**src/rtl/fb_render_sched.sv**
```systemverilog
// Framebuffer write sequencer for pong: clears the screen after reset, then erases/redraws paddles and ball.
// Optional dashed centre net is enabled with `define CENTER_NET_EN.
module fb_render_sched #(
   parameter int SCREEN_W   = 160,
   parameter int SCREEN_H   = 120,
   parameter int AW         = 15,
   parameter int DW         = 3,
   parameter int PADDLE_W   = 2,
   parameter int PADDLE_H   = 16,
   parameter int BALL_SIZE  = 4,
   parameter int PADDLE_A_X = 4,
   parameter int PADDLE_B_X = 154,
   parameter logic [DW-1:0] BG_COLOR = 3'b000,
   parameter logic [DW-1:0] FG_COLOR = 3'b111
) (
   input  logic          clk,
   input  logic          rst,
   input  logic          upd_req,
   input  logic [6:0]    paddle_a_y,
   input  logic [6:0]    paddle_b_y,
   input  logic [7:0]    ball_x,
   input  logic [6:0]    ball_y,
   output logic          busy,
   output logic          done,
   output logic [AW-1:0] mem_px_addr,
   output logic [DW-1:0] mem_px_data,
   output logic          px_wr
);

   localparam logic [6:0]    PAD_Y_MAX  = 7'(SCREEN_H - PADDLE_H);
   localparam logic [7:0]    BALL_X_MAX = 8'(SCREEN_W - BALL_SIZE);
   localparam logic [6:0]    BALL_Y_MAX = 7'(SCREEN_H - BALL_SIZE);
   localparam logic [7:0]    X_LAST     = 8'(SCREEN_W - 1);
   localparam logic [6:0]    Y_LAST     = 7'(SCREEN_H - 1);
   localparam logic [7:0]    PA_X0      = 8'(PADDLE_A_X);
   localparam logic [7:0]    PA_X1      = 8'(PADDLE_A_X + PADDLE_W - 1);
   localparam logic [7:0]    PB_X0      = 8'(PADDLE_B_X);
   localparam logic [7:0]    PB_X1      = 8'(PADDLE_B_X + PADDLE_W - 1);
   localparam logic [6:0]    PAD_DY     = 7'(PADDLE_H - 1);
   localparam logic [7:0]    BALL_DX    = 8'(BALL_SIZE - 1);
   localparam logic [6:0]    BALL_DY    = 7'(BALL_SIZE - 1);
   localparam logic [AW-1:0] ROW_STEP   = AW'(SCREEN_W);
`ifdef CENTER_NET_EN
   localparam logic [7:0]    NET_X      = 8'(SCREEN_W / 2);
   localparam logic [DW-1:0] NET_COLOR  = DW'(3'b010);
`endif

   typedef enum logic [3:0] {
      ST_CLEAR      = 4'd0,
      ST_IDLE       = 4'd1,
      ST_LATCH      = 4'd2,
      ST_ERASE_A    = 4'd3,
      ST_ERASE_B    = 4'd4,
      ST_ERASE_BALL = 4'd5,
      ST_DRAW_A     = 4'd6,
      ST_DRAW_B     = 4'd7,
      ST_DRAW_BALL  = 4'd8,
      ST_DONE       = 4'd9
   } state_t;

   // Phase activity bits: [0] erase A .. [2] erase ball, [3] draw A .. [5] draw ball.
   function automatic state_t pick_phase(input logic [5:0] act);
      state_t s;
      if (act[0])      s = ST_ERASE_A;
      else if (act[1]) s = ST_ERASE_B;
      else if (act[2]) s = ST_ERASE_BALL;
      else if (act[3]) s = ST_DRAW_A;
      else if (act[4]) s = ST_DRAW_B;
      else if (act[5]) s = ST_DRAW_BALL;
      else             s = ST_DONE;
      return s;
   endfunction

   function automatic logic [5:0] later_mask(input state_t s);
      logic [5:0] m;
      case (s)
         ST_ERASE_A:    m = 6'b111110;
         ST_ERASE_B:    m = 6'b111100;
         ST_ERASE_BALL: m = 6'b111000;
         ST_DRAW_A:     m = 6'b110000;
         ST_DRAW_B:     m = 6'b100000;
         default:       m = 6'b000000;
      endcase
      return m;
   endfunction

   state_t        state_r, state_nxt;
   logic          setup_r, setup_nxt;
   logic [7:0]    cur_x_r, cur_x_nxt;
   logic [6:0]    cur_y_r, cur_y_nxt;
   logic [AW-1:0] row_base_r, row_base_nxt;
   logic [AW-1:0] addr_r, addr_nxt;
   logic [DW-1:0] data_r, data_nxt;
   logic          px_wr_r, px_wr_nxt;
   logic          busy_r, busy_nxt;
   logic          done_r, done_nxt;

   logic          prev_valid_r, in_render_r;
   logic [6:0]    old_a_y_r, old_b_y_r, old_by_r, new_a_y_r, new_b_y_r, new_by_r;
   logic [7:0]    old_bx_r, new_bx_r;
   logic          chg_a_r, chg_b_r, chg_ball_r;

   logic [6:0]    a_y_cl_s, b_y_cl_s, by_cl_s;
   logic [7:0]    bx_cl_s;
   logic          chg_a_s, chg_b_s, chg_ball_s;
   logic [5:0]    act_latch_s, act_r_s;
   logic [7:0]    x_lo_s, x_hi_s;
   logic [6:0]    y_lo_s, y_hi_s;
   logic          erase_s, rect_s, last_s;

   assign a_y_cl_s   = (paddle_a_y > PAD_Y_MAX)  ? PAD_Y_MAX  : paddle_a_y;
   assign b_y_cl_s   = (paddle_b_y > PAD_Y_MAX)  ? PAD_Y_MAX  : paddle_b_y;
   assign bx_cl_s    = (ball_x     > BALL_X_MAX) ? BALL_X_MAX : ball_x;
   assign by_cl_s    = (ball_y     > BALL_Y_MAX) ? BALL_Y_MAX : ball_y;
   assign chg_a_s    = !prev_valid_r || (a_y_cl_s != old_a_y_r);
   assign chg_b_s    = !prev_valid_r || (b_y_cl_s != old_b_y_r);
   assign chg_ball_s = !prev_valid_r || (bx_cl_s != old_bx_r) || (by_cl_s != old_by_r);
   // Erases only make sense once a previous frame has actually been drawn.
   assign act_latch_s = {chg_ball_s, chg_b_s, chg_a_s,
                         chg_ball_s & prev_valid_r, chg_b_s & prev_valid_r, chg_a_s & prev_valid_r};
   assign act_r_s     = {chg_ball_r, chg_b_r, chg_a_r,
                         chg_ball_r & prev_valid_r, chg_b_r & prev_valid_r, chg_a_r & prev_valid_r};

   // Rectangle bounds and colour class of the phase being executed.
   always_comb begin
      x_lo_s  = 8'd0;
      x_hi_s  = X_LAST;
      y_lo_s  = 7'd0;
      y_hi_s  = Y_LAST;
      erase_s = 1'b1;
      rect_s  = 1'b1;
      case (state_r)
         ST_CLEAR:      rect_s = 1'b1;
         ST_ERASE_A:    begin x_lo_s = PA_X0; x_hi_s = PA_X1; y_lo_s = old_a_y_r; y_hi_s = old_a_y_r + PAD_DY; end
         ST_ERASE_B:    begin x_lo_s = PB_X0; x_hi_s = PB_X1; y_lo_s = old_b_y_r; y_hi_s = old_b_y_r + PAD_DY; end
         ST_ERASE_BALL: begin x_lo_s = old_bx_r; x_hi_s = old_bx_r + BALL_DX; y_lo_s = old_by_r; y_hi_s = old_by_r + BALL_DY; end
         ST_DRAW_A:     begin x_lo_s = PA_X0; x_hi_s = PA_X1; y_lo_s = new_a_y_r; y_hi_s = new_a_y_r + PAD_DY; erase_s = 1'b0; end
         ST_DRAW_B:     begin x_lo_s = PB_X0; x_hi_s = PB_X1; y_lo_s = new_b_y_r; y_hi_s = new_b_y_r + PAD_DY; erase_s = 1'b0; end
         ST_DRAW_BALL:  begin x_lo_s = new_bx_r; x_hi_s = new_bx_r + BALL_DX; y_lo_s = new_by_r; y_hi_s = new_by_r + BALL_DY; erase_s = 1'b0; end
         default:       rect_s = 1'b0;
      endcase
   end

   assign last_s = (cur_x_r == x_hi_s) && (cur_y_r == y_hi_s);

   // State register.
   always_ff @(posedge clk or negedge rst) begin
      if (!rst) state_r <= ST_CLEAR;
      else      state_r <= state_nxt;
   end

   // Next-state logic; a phase ends on its last pixel and hands over to the next active phase.
   always_comb begin
      state_nxt = state_r;
      case (state_r)
         ST_CLEAR: begin
            if (!setup_r && last_s) state_nxt = ST_DONE;
            else                    state_nxt = ST_CLEAR;
         end
         ST_IDLE: begin
            if (upd_req) state_nxt = ST_LATCH;
            else         state_nxt = ST_IDLE;
         end
         ST_LATCH: state_nxt = pick_phase(act_latch_s);
         ST_ERASE_A, ST_ERASE_B, ST_ERASE_BALL, ST_DRAW_A, ST_DRAW_B, ST_DRAW_BALL: begin
            if (!setup_r && last_s) state_nxt = pick_phase(act_r_s & later_mask(state_r));
            else                    state_nxt = state_r;
         end
         ST_DONE: state_nxt = ST_IDLE;
         default: state_nxt = ST_CLEAR;
      endcase
   end

   // Output logic: next pixel address/data/strobe, walked incrementally through the rectangle.
   always_comb begin
      px_wr_nxt    = 1'b0;
      addr_nxt     = addr_r;
      cur_x_nxt    = cur_x_r;
      cur_y_nxt    = cur_y_r;
      row_base_nxt = row_base_r;
      setup_nxt    = 1'b1;
      busy_nxt     = (state_nxt != ST_IDLE);
      done_nxt     = (state_r == ST_DONE);
      if (rect_s) begin
         if (setup_r) begin
            setup_nxt    = 1'b0;
            px_wr_nxt    = 1'b1;
            cur_x_nxt    = x_lo_s;
            cur_y_nxt    = y_lo_s;
            row_base_nxt = AW'(y_lo_s) * ROW_STEP;
            addr_nxt     = row_base_nxt + AW'(x_lo_s);
         end else if (last_s) begin
            setup_nxt = 1'b1;
         end else if (cur_x_r == x_hi_s) begin
            setup_nxt    = 1'b0;
            px_wr_nxt    = 1'b1;
            cur_x_nxt    = x_lo_s;
            cur_y_nxt    = cur_y_r + 7'd1;
            row_base_nxt = row_base_r + ROW_STEP;
            addr_nxt     = row_base_nxt + AW'(x_lo_s);
         end else begin
            setup_nxt = 1'b0;
            px_wr_nxt = 1'b1;
            cur_x_nxt = cur_x_r + 8'd1;
            addr_nxt  = addr_r + AW'(1'b1);
         end
      end else begin
         setup_nxt = 1'b1;
      end
      if (px_wr_nxt) begin
         if (!erase_s) data_nxt = FG_COLOR;
`ifdef CENTER_NET_EN
         else if ((cur_x_nxt == NET_X) && (cur_y_nxt[2] == 1'b0)) data_nxt = NET_COLOR;
`endif
         else data_nxt = BG_COLOR;
      end else begin
         data_nxt = data_r;
      end
   end

   // Registered outputs and pixel walker.
   always_ff @(posedge clk or negedge rst) begin
      if (!rst) begin
         px_wr_r    <= 1'b0;
         addr_r     <= '0;
         data_r     <= '0;
         busy_r     <= 1'b1;
         done_r     <= 1'b0;
         setup_r    <= 1'b1;
         cur_x_r    <= 8'd0;
         cur_y_r    <= 7'd0;
         row_base_r <= '0;
      end else begin
         px_wr_r    <= px_wr_nxt;
         addr_r     <= addr_nxt;
         data_r     <= data_nxt;
         busy_r     <= busy_nxt;
         done_r     <= done_nxt;
         setup_r    <= setup_nxt;
         cur_x_r    <= cur_x_nxt;
         cur_y_r    <= cur_y_nxt;
         row_base_r <= row_base_nxt;
      end
   end

   // Position bookkeeping; DONE after the post-reset clear must not validate stale positions.
   always_ff @(posedge clk or negedge rst) begin
      if (!rst) begin
         prev_valid_r <= 1'b0;
         in_render_r  <= 1'b0;
         old_a_y_r    <= 7'd0;
         old_b_y_r    <= 7'd0;
         old_bx_r     <= 8'd0;
         old_by_r     <= 7'd0;
         new_a_y_r    <= 7'd0;
         new_b_y_r    <= 7'd0;
         new_bx_r     <= 8'd0;
         new_by_r     <= 7'd0;
         chg_a_r      <= 1'b0;
         chg_b_r      <= 1'b0;
         chg_ball_r   <= 1'b0;
      end else if (state_r == ST_LATCH) begin
         new_a_y_r   <= a_y_cl_s;
         new_b_y_r   <= b_y_cl_s;
         new_bx_r    <= bx_cl_s;
         new_by_r    <= by_cl_s;
         chg_a_r     <= chg_a_s;
         chg_b_r     <= chg_b_s;
         chg_ball_r  <= chg_ball_s;
         in_render_r <= 1'b1;
      end else if ((state_r == ST_DONE) && in_render_r) begin
         old_a_y_r    <= new_a_y_r;
         old_b_y_r    <= new_b_y_r;
         old_bx_r     <= new_bx_r;
         old_by_r     <= new_by_r;
         prev_valid_r <= 1'b1;
         in_render_r  <= 1'b0;
      end else begin
         in_render_r <= in_render_r;
      end
   end

   assign busy        = busy_r;
   assign done        = done_r;
   assign mem_px_addr = addr_r;
   assign mem_px_data = data_r;
   assign px_wr       = px_wr_r;

endmodule

```
**config.mk**
```make
export PLATFORM = sky130hd
export DESIGN_NAME = fb_render_sched
export DESIGN_NICKNAME = d
export VERILOG_FILES = /design/src/rtl/fb_render_sched.sv
export SDC_FILE = /design/constraint.sdc
export NUM_CORES = 1
export LEC_CHECK = 0
export CAP_MARGIN = 15
export CORE_ASPECT_RATIO = 0.7
export CORE_MARGIN = 1
export CORE_UTILIZATION = 45
export CTS_BUF_LIST = sky130_fd_sc_hd__clkbuf_2 sky130_fd_sc_hd__clkbuf_4 sky130_fd_sc_hd__clkbuf_8
export CTS_CLUSTER_DIAMETER = 100
export DETAILED_ROUTE_END_ITERATION = 8
export PLACE_DENSITY_LB_ADDON = 0.05
export SYNTH_ARGS = -nofsm -noshare
export SYNTH_HDL_FRONTEND = slang
export SYNTH_SLANG_ARGS = --single-unit
```
**constraint.sdc**
```tcl
create_clock -name clk -period 7.92 [get_ports clk]
set_input_delay 2.376 -clock clk [delete_from_list [all_inputs] [get_ports clk]]
set_output_delay 2.376 -clock clk [all_outputs]
set_load 0.02 [all_outputs]
```
==> results.md <==
* DRT iter0 DRCs at 752
* Global Route Usage Sum at 0.272
* Synth cell count leaders: 144 x nand2_1, 114 x o21ai_0, 110 x dfrtp_1
* Crit path capture: mem_px_addr[7]
* Max-slew violations at 0
* Top cell type's share of synthesized area at 0.304
* Detailed Routing Iterations Pass 1 at 5
* Clock buffer depth at 2
* Most common cell in the netlist: nand2_1
* Clock sinks at 112
* # diodes at 0
* Reg2reg path depth at 16
* Clk Latency, worst-skew pair at 0.42 ns
* Maximum achievable frequency at about 0.19 GHz
* Crit path capture type: flop
* Arrival time at the worst endpoint at 5.49 ns
* Synthesized instance count at 1117
* Comb power frac at 0.055
* Core area at approximately 19000 µm²
* Worst vdd ir at about 64 µV
* Leading area contributor after synthesis: dfrtp_1
* Initial antenna violation count at 0
* Leakage at between 0.004 and 0.005 µW
* CTS Buf Count at 9
* Clk pwr share at 0.354
* DP Worst Slack at 2.80 ns
* Actual transition at the worst max-transition pin at between 0.9 and 1 ns
* Status: completed
* Ys async rst share at 1.00
* Clk slew on worst S/H paths at 0.12 ns
* Reg-to-Reg End: mem_px_addr[7]
* Vias in the first global route at 7752
* Crit share post-route at 0.655
* Die Span X at 172 µm
* Number of nets with antenna violations after detailed routing at 0
* Routability cong. at around 0.93
* Clk_skew at approximately 0.022 ns
* Number of synthesized flops with an enable pin at 0
* IO buf count at 52
* HP Class: flop to flop
* WL/cell at about 19 µm
* Syn Std Cell Area at 9050 µm²
* Critical path peak fanout at about 50
* Sequential group share of total power at 0.591
* Synth warn at 0
* WL final at 26700 µm
* Syn nets at 1175
* Via count at 8322
* Drt via density at approximately 6.0
* CTS tree: done
* CTS root buf: clkbuf_8
* Fin area at 9870 µm²
* Setup TNS at 0 ns
* Die height at between 100 and 150 µm
* P_int at around 700 µW
* Switching Fraction at 0.265
* Die area at 20700 µm²
* Largest net degree at the start of global routing at 68
* Power Density at ~100 nW/µm²
* Avg Inst Size Synth at 8.11 µm²
* Nets at about 1200
* Rel. slew slack at 0.385
* Placed insts at 1375
* Final hold vios at 0
* Post-DP HPWL at about 19000 µm
* Startpoint Class: flop
* Fin worst setup slack at 2.74 ns
* CTS resizes at 0
* Worst Setup SP: state_r[2]
* Critical R2R Launch: state_r[2]
* CTS Hold Buffers Added at 0
* Distinct cells, synth at 83
* First-pass GRT wire length at about 44000 µm
* Num rows at 42
* Synth area leaders: dfrtp_1 30%, o21ai_0 6.3%, nand2_1 6.0%, mux2_2 4.6%, a21oi_1 4.0%
* R2R Setup Slk at around 2.7 ns
* Share of cells above drive strength 1 at 0.0817
* Setup repair after global routing missed its margin: false
* Fin crit period at between 5 and 6 ns
* Area Growth Syn to Fin at 9.00%
* H-tree level count at 3
* Register area share after synthesis at 0.310
* Endpoints failing setup at 0
* I/O pin total at between 50 and 60
* Max Cap Violations at 0
* Drt drc at 0
* Critical Path RT at roughly 8.2 ns
* NetSw at 257 µW
* Initial core utilization at 0.469
* Cell Area, Placed at a little under 10000 µm²
* Grt total ovfl at 0
* Finished Layout Cells at 1390
* Main synth FF type: dfrtp_1
* Post-synthesis sequential element count at 112
* WS Path Type: flop to flop
* Setup bufs post-CTS at 0
power groups by stage:
stage          clock network (µW)  logic (µW)  registers (µW)
6_report                      343        53.4             572
2_1_floorplan                   0        16.6             583
3_3_place_gp                    0        54.2             583
5_1_grt                       373        60.1             573
4_1_cts                       355        54.4             572
3_5_place_dp                    0        54.2             583
worst min-delay path by stage:
stage                       startpoint            to  slack, ns  cells past startpoint
after floorplan           new_a_y_r[1]  new_a_y_r[1]       0.45                      2
after global placement     in_render_r   in_render_r       0.49                      2
after detailed placement   in_render_r   in_render_r       0.49                      2
after CTS                  in_render_r   in_render_r       0.52                      2
after global routing       in_render_r   in_render_r       0.56                      2
final                      in_render_r   in_render_r       0.52                      2
metrics by stage:
stage	total power (µW)	util	hold WS (ns)
final	969	0.512	0.520
after global routing	1010	0.512	0.561
after CTS	981	0.512	0.522
after detailed placement	638	0.503	0.492
after global placement	638	0.503	0.490
after floorplan	600	-	0.451
layout make-up:
type	count	area, µm²
Clock buffer	9	124
Clock inverter	6	51.3
Fill cell	1851	9420
Inverter	34	128
Multi-Input combinational cell	898	5800
Sequential cell	112	2810
Tap cell	264	330
Timing Repair Buffer	67	631
cells in the final DEF (no fill, tap or decap), types with 5 or more instances in the layout:
cell type	instances
a221oi_1	5
a211oi_1	9
a22oi_1	7
nand2_1	144
a31oi_1	13
nor4_1	5
a2bb2oi_1	5
inv_1	32
nor3b_1	6
o31ai_1	8
o21ai_0	114
nor2b_1	9
and2_1	8
mux2i_1	27
o21bai_1	5
nor2_1	84
clkbuf_8	9
ha_1	24
xor2_1	29
a21o_1	12
mux2_2	37
nor3_1	22
nand4bb_1	5
clkdlybuf4s50_1	51
dfrtp_1	110
o21a_1	7
o22a_1	7
nand4_1	8
xnor2_1	41
o21ai_1	6
o22ai_1	13
nor4bb_1	8
buf_4	16
nand3_1	41
nand2b_1	9
nand3b_1	9
and3_1	15
a21oi_1	72
o211ai_1	5
or3_1	10
routing by layer:
layer  global-route usage  share of wire  vias up
li1                     -              -     4055
met1                0.423           0.52     3990
met2                0.370           0.40      255
met3               0.0651          0.075       22
met4               0.0597          0.011        0
met5                    0              0        -
kinds of logic (layout without fill, tap and decap cells):
kind of cell,count (synthesis),in the layout,share of synthesized area
fa+ha+maj,26,26,0.0376
compound gates,328,328,0.228
xor+xnor,70,70,0.0677
mux,66,66,0.0800
flops,112,112,0.310
simple gates,407,407,0.225
other cells,1,1,0.000414
buf+inv,107,116,0.0520
registers in the layout, indices dropped and copies added, names as in the netlist, 8 cells and up:
signal / cells
cur_x_r: 8
new_bx_r: 8
mem_px_addr: 15
row_base_r: 10
old_bx_r: 8
critical path: stages, from the launching register on:
cell and delay [ns]:
dfrtp_1 0.38, buf_4 0.29, or4b_1 0.52, buf_4 0.24
mux2i_1 0.15, ha_1 0.28, nor3b_1 0.22, mux2_2 0.37
or3_1 0.34, a211oi_1 0.36, and3_1 0.21, buf_4 0.34
inv_2 0.11, o21ai_4 0.28, buf_4 0.49, inv_2 0.13
mux2_4 0.31
(Power assumes the default switching activity.)
